==> src/rtl/mult_prod_accum_pkg.sv <==
// Shared types and defaults for the product accumulator and its saturating adder.
// The count width helper sizes term_cnt so it can hold the value NUM_TERMS itself.
package mult_prod_accum_pkg;

    typedef enum logic [1:0] {
        ST_IDLE  = 2'd0,
        ST_ACCUM = 2'd1,
        ST_HOLD  = 2'd2
    } state_e;

    localparam int DEF_PROD_W    = 48;
    localparam int DEF_ACC_W     = 56;
    localparam int DEF_NUM_TERMS = 16;

    function automatic int cnt_width(input int n);
        return (n < 1) ? 1 : $clog2(n + 1);
    endfunction

endpackage

==> src/rtl/mult_prod_accum_sat_add.sv <==
// Unsigned saturating adder: sums at W+1 bits and clamps to all-ones on carry-out.
// Purely combinational; ovf flags that the clamp was applied.
module sat_add_u #(
    parameter int W = 56
) (
    input  logic [W-1:0] a,
    input  logic [W-1:0] b,
    output logic [W-1:0] sum,
    output logic         ovf
);

    logic [W:0] wide_sum;

    assign wide_sum = {1'b0, a} + {1'b0, b};
    assign ovf      = wide_sum[W];
    assign sum      = wide_sum[W] ? {W{1'b1}} : wide_sum[W-1:0];

endmodule

==> src/rtl/mult_prod_accum.sv <==
// Accumulates NUM_TERMS unsigned products into a saturating accumulator and
// offers the sum on a valid/ready port; clear aborts the run in progress.
module mult_prod_accum
    import mult_prod_accum_pkg::*;
#(
    parameter int PROD_W    = DEF_PROD_W,
    parameter int ACC_W     = DEF_ACC_W,
    parameter int NUM_TERMS = DEF_NUM_TERMS
) (
    input  logic                             clock0,
    input  logic                             reset,
    input  logic                             clear,
    input  logic                             in_valid,
    input  logic [PROD_W-1:0]                in_prod,
    output logic                             in_ready,
    output logic                             out_valid,
    input  logic                             out_ready,
    output logic [ACC_W-1:0]                 out_data,
    output logic                             out_ovf,
    output logic [$clog2(NUM_TERMS+1)-1:0]   term_cnt,
    output logic                             busy
);

    localparam int               CNT_W    = cnt_width(NUM_TERMS);
    localparam logic [CNT_W-1:0] LAST_CNT = CNT_W'(NUM_TERMS - 1);

    state_e             state_q, state_d;
    logic [ACC_W-1:0]   acc_q, acc_d;
    logic [CNT_W-1:0]   cnt_q, cnt_d;
    logic               sticky_q, sticky_d;
    logic [ACC_W-1:0]   out_data_q, out_data_d;
    logic               out_ovf_q, out_ovf_d;

    logic [ACC_W-1:0]   prod_ext;
    logic [ACC_W-1:0]   add_sum;
    logic               add_ovf;
    logic               beat;
    logic               take;

    assign prod_ext = ACC_W'(in_prod);

    // acc_q is zero in IDLE, so the first beat goes through the same adder path.
    sat_add_u #(
        .W (ACC_W)
    ) u_sat_add (
        .a   (acc_q),
        .b   (prod_ext),
        .sum (add_sum),
        .ovf (add_ovf)
    );

    assign in_ready  = (state_q != ST_HOLD);
    assign out_valid = (state_q == ST_HOLD);
    assign busy      = (state_q != ST_IDLE);
    assign out_data  = out_data_q;
    assign out_ovf   = out_ovf_q;
    assign term_cnt  = cnt_q;

    assign beat = in_valid && in_ready;
    assign take = out_valid && out_ready;

    always_comb begin
        state_d    = state_q;
        acc_d      = acc_q;
        cnt_d      = cnt_q;
        sticky_d   = sticky_q;
        out_data_d = out_data_q;
        out_ovf_d  = out_ovf_q;

        case (state_q)
            ST_IDLE, ST_ACCUM: begin
                if (clear) begin
                    state_d  = ST_IDLE;
                    acc_d    = '0;
                    cnt_d    = '0;
                    sticky_d = 1'b0;
                end else if (beat) begin
                    acc_d    = add_sum;
                    cnt_d    = cnt_q + CNT_W'(1);
                    sticky_d = sticky_q | add_ovf;
                    if (cnt_q == LAST_CNT) begin
                        state_d    = ST_HOLD;
                        out_data_d = add_sum;
                        out_ovf_d  = sticky_q | add_ovf;
                    end else begin
                        state_d = ST_ACCUM;
                    end
                end
            end
            ST_HOLD: begin
                // clear and take both end the hold; out_data/out_ovf keep the last result.
                if (clear || take) begin
                    state_d  = ST_IDLE;
                    acc_d    = '0;
                    cnt_d    = '0;
                    sticky_d = 1'b0;
                end
            end
            default: begin
                state_d  = ST_IDLE;
                acc_d    = '0;
                cnt_d    = '0;
                sticky_d = 1'b0;
            end
        endcase
    end

    always_ff @(posedge clock0) begin
        if (reset) begin
            state_q    <= ST_IDLE;
            acc_q      <= '0;
            cnt_q      <= '0;
            sticky_q   <= 1'b0;
            out_data_q <= '0;
            out_ovf_q  <= 1'b0;
        end else begin
            state_q    <= state_d;
            acc_q      <= acc_d;
            cnt_q      <= cnt_d;
            sticky_q   <= sticky_d;
            out_data_q <= out_data_d;
            out_ovf_q  <= out_ovf_d;
        end
    end

endmodule

==> config.mk <==
export PLATFORM = sky130hd
export DESIGN_NAME = mult_prod_accum
export DESIGN_NICKNAME = d
export VERILOG_FILES = /design/src/rtl/mult_prod_accum_pkg.sv /design/src/rtl/mult_prod_accum_sat_add.sv /design/src/rtl/mult_prod_accum.sv
export SDC_FILE = /design/constraint.sdc
export NUM_CORES = 1
export LEC_CHECK = 0
export BUFFER_PORTS_ARGS = -buffer_cell sky130_fd_sc_hd__clkbuf_2
export CORE_AREA = 2 2 150 152
export DETAILED_ROUTE_END_ITERATION = 12
export DIE_AREA = 0 0 152 154
export PLACE_DENSITY = 0.59
export SYNTH_ARGS = -nofsm -noshare
export SYNTH_HDL_FRONTEND = slang
export SYNTH_SLANG_ARGS = --single-unit
==> constraint.sdc <==
create_clock -name clock0 -period 6.22 [get_ports clock0]
set_clock_uncertainty 0.15 [all_clocks]
set_input_delay 0.311 -clock clock0 [delete_from_list [all_inputs] [get_ports clock0]]
set_output_delay 0.311 -clock clock0 [all_outputs]
set_load 0.02 [all_outputs]
==> results of run 1 <==
[worst max-delay path by stage]
stage	startpoint	end	slack, ps
3_3_place_gp	in_prod[0]	out_data[47]$_SDFFE_PP0P_	2530
5_1_grt	acc_q[0]$_SDFFE_PP0P_	out_data[17]$_SDFFE_PP0P_	2340
6_report	acc_q[0]$_SDFFE_PP0P_	out_data[47]$_SDFFE_PP0P_	2620
2_1_floorplan	in_prod[0]	out_data[54]$_SDFFE_PP0P_	3420
3_5_place_dp	in_prod[0]	out_data[43]$_SDFFE_PP0P_	2490
4_1_cts	acc_q[0]$_SDFFE_PP0P_	out_data[47]$_SDFFE_PP0P_	2580
[layer usage]
metal,wire length [um],vias to the layer above,track usage
met5,0,-,0
met4,363,0,0.0516
met3,1180,25,0.0395
met2,10800,221,0.321
met1,11100,3352,0.277
li1,-,3588,-
[per-stage QoR]
| stage | instances | total power [mW] | hold WS [ps] | cell area (um2) |
|---|---|---|---|---|
| 2_1_floorplan | 927 | 1.18 | 270 | 7460 |
| 3_3_place_gp | 1274 | 1.31 | 281 | 8220 |
| 3_5_place_dp | 1274 | 1.31 | 287 | 8220 |
| 4_1_cts | 1306 | 2.34 | 8.98 | 8820 |
| 5_1_grt | 1306 | 2.43 | 54.0 | 8820 |
| 6_report | 1306 | 2.33 | 27.5 | 8820 |
[kinds of logic after synthesis]
group | Yosys count | share of synthesized area
fa+ha+maj | 51 | 0.0865
flops | 121 | 0.325
xor+xnor | 49 | 0.0575
simple gates | 303 | 0.193
compound gates | 332 | 0.296
buf+inv | 69 | 0.0404
mux | 2 | 0.00268
[power groups by stage]
stage,clock network [mW],registers (mW),logic (mW)
2_1_floorplan,0,0.831,0.350
3_3_place_gp,0,0.835,0.475
3_5_place_dp,0,0.836,0.474
4_1_cts,1.05,0.819,0.478
5_1_grt,1.08,0.822,0.533
6_report,1.03,0.819,0.481
[registers in the layout, summed over array words and instances, names as in the netlist]
signal,cells
acc_q,56
out_data,56
term_cnt,5
state_q,2
out_ovf,1
sticky_q,1
[final cells by class]
cell class / instances / area (um2) / area share
clock buffer: 19 / 433 / 0.0491
sequential: 121 / 2420 / 0.275
clock inverter: 13 / 170 / 0.0193
inverter: 13 / 48.8 / 0.00553
timing repair buffer: 123 / 631 / 0.0715
multi-input combinational: 737 / 4760 / 0.540
tap: 280 / 350 / 0.0397
[critical path, delay by kind of cell, from the launching register on]
kind / cells / cell delay [ps]
compound gates: 7 / 1590
buf+inv: 1 / 280
flops: 1 / 320
simple gates: 1 / 500
fa+ha+maj: 2 / 650
[cells in the final DEF (no fill, tap or decap), drive strengths merged, types with 4 or more instances in the layout]
cell type / count
nand4: 13
nor2: 101
a21o: 19
o21bai: 4
a31oi: 7
and2: 9
buf: 6
clkinv: 5
xor2: 18
o22ai: 12
and3: 5
a21oi: 105
a221o: 8
a211oi: 23
nor2b: 7
dfxtp: 121
a211o: 14
nand2: 96
or2: 5
inv: 15
o41ai: 4
a21boi: 5
o21ai: 74
o21a: 12
xnor2: 31
nand2b: 9
clkbuf: 136
nand3: 13
a311oi: 13
and4: 7
nor3: 26
o211ai: 6
ha: 50
nor4: 6
o221ai: 4
==> impl_results.md, run 1 <==
- CTS tree: done
- I/O Buffers: 117
- Area contributors post-synth: dfxtp_1 32%, ha_1 8.4%, a21oi_1 6.9%
- FF-to-FF Start: acc_q[0]$_SDFFE_PP0P_
- Die area: 23,400 um2
- Die Height: 154 um
- Combinational share of power: 0.207
- Die X: 152 um
- Share of synthesized registers carrying an async set or reset: 0
- Longest individual stage delay on the worst path: 500 ps
- RSZ-0062 raised after global routing: false
- Power Density: 264 nW/um2
- Wirelength per Cell: 17.9 um
- Vias in the first global route: 6,827
- # diodes: 0
- Fmax: 277 MHz
- Final period utilization: 0.580
- Max Cap Viol: 0
- Syn-to-layout area delta: 18.2%
- Synthesized instance count: 927
- Sw Ratio: 0.307
- CTS H-tree depth: 4
- HPWL after detailed placement: 17,100 um
- Hold Crit Depth: 3
- Most used flip-flop cell after synthesis: dfxtp_1
- Top cell by count, worst path: o211ai_2
- Internal power: 1.61 mW
- R2R setup slack: 2620 ps
- Status: completed
- CP Capture Type: register
- Mapped cell area: 7460 um2
- WP data required: 6380 ps
- Synthesized area per cell: 8.05 um2
- Yosys warns: 0
- Hold Buf Count CTS: 0
- Count leader, synth: dfxtp_1
- Measured slew at the worst slew-check pin: 1170 ps
- Largest net degree at the start of global routing: 92
- Place WS: 2490 ps
- Max-slew violation count: 0
- Worst relative slew slack: 0.217
- Worst Hold Endpoint: state_q[1]$_SDFFE_PP0P_
- Hold Startpoint: out_ready
- Routability cong.: 0.911
- GRT Total Usage: 0.201
- Worst-path clk slew: 60 ps
- Final core occ: 0.407
- Post-route ant nets: 0
- Crit path time final: 3600 ps
- Yosys reg bits: 121
- Leakage: 3.65 nW
- Cell Chain, Critical Path: ha_1, fa_1, a211oi_2, o21ai_1, o211ai_2, a21oi_2, o211ai_2, a211oi_4, buf_4, nand2b_1, o221a_2
- Via Count: 7,186
- Kind of start point of the critical path: register
- Switch Pwr: 714 uW
- Distinct cell type count after synthesis: 74
- Worst min-delay path class: input port to register
- First-pass GRT wire length: 37,700 um
- Clock power frac: 0.441
- CTS Sinks: 121
- Starting Density: 0.344
- Vias per std cell: 5.50
- CP arrival: 3770 ps
- Core Area: 21,700 um2
- Root buffer cell: clkbuf_16
- Routed wire length: 23,400 um
- Reg2reg end: out_data[47]$_SDFFE_PP0P_
- Num CTS Buffers: 17
- Fin worst setup slack: 2620 ps
- Maximum root-to-sink buffer count: 2
- DR DRC count: 0
- Post-layout nets: 1,117
- Synth top area share: 0.325
- Number of placed I/O pins: 118
- Number of synthesized flops with an enable pin: 0
- Syn nets: 1,031
- Largest area contributor in the netlist: dfxtp_1
- Total grt overflow: 0
- Max IR drop VDD: 0.181 mV
- DRT Pass-1 Iters: 5
- # rows: 54
- Initial antenna violation count: 0
- Drt first-iter violations: 527
- Register area share after synthesis: 0.325
- CP max stage cell: nand2b_1
- Latest clock arrival within the worst-skew pair: 420 ps
- Post-CTS Setup Inserts: 0
- Worst reg-to-reg path cell count: 11
- Final hold viol count: 0
- Final setup fails: 0
- Layout cell share with drive strength beyond 1: 0.184
- # resized after CTS: 0
- Setup TNS: 0 ps
- Crit-path max FO: 38
- Commonest cells post-synth: 121 x dfxtp_1, 103 x a21oi_1, 98 x nor2_1
- Critical path type: register to register
- Sequential share of power: 0.352
- Fillcell total: 2,251
(Power assumes the default switching activity.)
==> run 2: changes to the inputs <==
PLACE_DENSITY = 0.61   (was 0.59)
clock period = 2.9 ns   (was 6.22 ns; I/O delays follow)
==> impl_results.md, run 2 (synthesis gave the netlist of run 1 again) <==
- Status: complete, but fails checks
- Failing checks: negative setup slack
- Placed Cells: 1,397
- Die Height: 154 um
- Die area: 23,400 um2
- WP depth: 12
- DR DRC count: 0
- Total grt overflow: 0
- Measured slew at the worst slew-check pin: 915 ps
- Largest net degree at the start of global routing: 55
- # rows: 54
- Critical path type: register to register
- Final instance area: 10,700 um2
- Worst reg-to-reg path cell count: 12
- Power Density: 516 nW/um2
- Leakage: 4.52 nW
- R2R setup slack: -10 ps
- First-pass GRT wire length: 39,300 um
- Via Count: 7,846
- HPWL after detailed placement: 18,700 um
- Number of placed I/O pins: 118
- Num CTS Buffers: 17
- I/O Buffers: 117
- Reg2reg end: acc_q[46]$_SDFFE_PP0P_
- Syn-to-layout area delta: 43.8%
- Final setup fails: 2
- Root buffer cell: clkbuf_16
- CP max stage cell: fa_2
- Post-route insts no fill: 1,441
- Fmax: 343 MHz
- Crit path time final: 2910 ps
- Cell Chain, Critical Path: ha_4, fa_2, a211oi_4, o21ai_2, o211ai_2, and4_4, o211ai_2, buf_4, a21oi_4, xnor2_1, nor2_1, o21ai_0
- Top cell by count, worst path: o211ai_2
- Max IR drop VDD: 0.351 mV
- Vias in the first global route: 7,448
- Initial antenna violation count: 0
- Routed wire length: 25,900 um
- Die X: 152 um
- Maximum root-to-sink buffer count: 2
- Post-route ant nets: 0
- FF-to-FF Start: acc_q[0]$_SDFFE_PP0P_
- CP delay by family, top: compound AO/OA/AOI/OAI gates
- Hold Startpoint: clear
- Crit-path max FO: 5
- Place WS: -137 ps
- Fin Hold WS: 40.7 ps
- Hold Crit Depth: 4
- Layout cell share with drive strength beyond 1: 0.368
- Final period utilization: 1.00
- Worst min-delay path class: input port to register
- Vias per std cell: 5.44
- RSZ-0062 raised after global routing: true
- Latest clock arrival within the worst-skew pair: 430 ps
- CP arrival: 3060 ps
- Fin worst setup slack: -12.3 ps
- Post-layout nets: 1,252
- Final core occ: 0.495
- Worst relative slew slack: 0.388
- Commonest non-fill, non-tap cells in the layout: 117 x clkbuf_2, 117 x buf_4, 116 x dfxtp_1, 94 x nand2_1, 89 x a21oi_1
- Worst Hold Endpoint: acc_q[51]$_SDFFE_PP0P_
- Worst-path clk slew: 60 ps
- CP Capture Type: register
- Max-slew violation count: 0
- CP Buf/Inv Count: 1
- Post-DP Area: 9220 um2
- Starting Density: 0.344
- Routability cong.: 0.945
- CTS Sinks: 121
- CTS tree: done
- Max Cap Viol: 0
- CTS H-tree depth: 4
- Final hold viol count: 0
- DRT Pass-1 Iters: 5
- Fillcell total: 2,064
- WP data required: 3050 ps
- Core Area: 21,700 um2
- Kind of start point of the critical path: register
- Longest individual stage delay on the worst path: 420 ps
- GRT Total Usage: 0.209
- Drt first-iter violations: 599
- # diodes: 0
- Wirelength per Cell: 17.9 um
-- run 2: area by class of cell --
cell class                 count  area (um2)  area share
multi-input combinational    737        5470       0.510
sequential                   121        2430       0.226
timing repair buffer         258        1800       0.167
clock buffer                  18         439      0.0409
tap                          280         350      0.0326
clock inverter                14         199      0.0185
inverter                      13        48.8     0.00455
-- run 2: routing by layer --
layer / global-route usage / wire length [um]
met1: 0.284 / 11800
met2: 0.327 / 11800
met3: 0.0364 / 1560
met4: 0.0868 / 745
met5: 0 / 0
-- run 2: stage by stage --
step                      setup TNS [ps]  power [mW]
after floorplan                        0        2.53
after global placement             -1490        3.04
after detailed placement           -4460        3.04
after CTS                              0        5.37
after global routing               -4250        5.76
final                              -15.3        5.53
-- run 2: timing repair --
item | 4_1_cts | 5_1_grt
hold buffers | 4 | 0
gates cloned | 0 | 2
hold endpoints to repair | 3 | 0
buffers inserted | 1 | 5
gates resized for setup | 13 | 151
setup endpoints to repair | 83 | 113
pin swaps | 8 | 41
-- run 2: power by group --
group | internal (mW) | total, mW | switching (mW) | leakage (nW)
combinational | 0.661 | 1.45 | 0.786 | 3.24
sequential | 1.72 | 1.77 | 0.0462 | 0.983
clock | 1.46 | 2.32 | 0.855 | 0.298
total | 3.85 | 5.53 | 1.69 | 4.52
-- run 2: worst max path at each step --
stage	slack, ps	start	endpoint
after floorplan	130	acc_q[0]$_SDFFE_PP0P_	out_data[54]$_SDFFE_PP0P_
after global placement	-130	acc_q[39]$_SDFFE_PP0P_	acc_q[17]$_SDFFE_PP0P_
after detailed placement	-140	acc_q[0]$_SDFFE_PP0P_	out_data[7]$_SDFFE_PP0P_
after CTS	4	acc_q[25]$_SDFFE_PP0P_	acc_q[20]$_SDFFE_PP0P_
after global routing	-120	acc_q[0]$_SDFFE_PP0P_	acc_q[54]$_SDFFE_PP0P_
final	-10	acc_q[0]$_SDFFE_PP0P_	acc_q[46]$_SDFFE_PP0P_
-- run 2: tightest hold or removal path, delay by kind of cell --
family	cells	cell delay (ps)
AOI/OAI and AO/OA	2	190
buffers and inverters	1	130
and+or+nand+nor	1	90
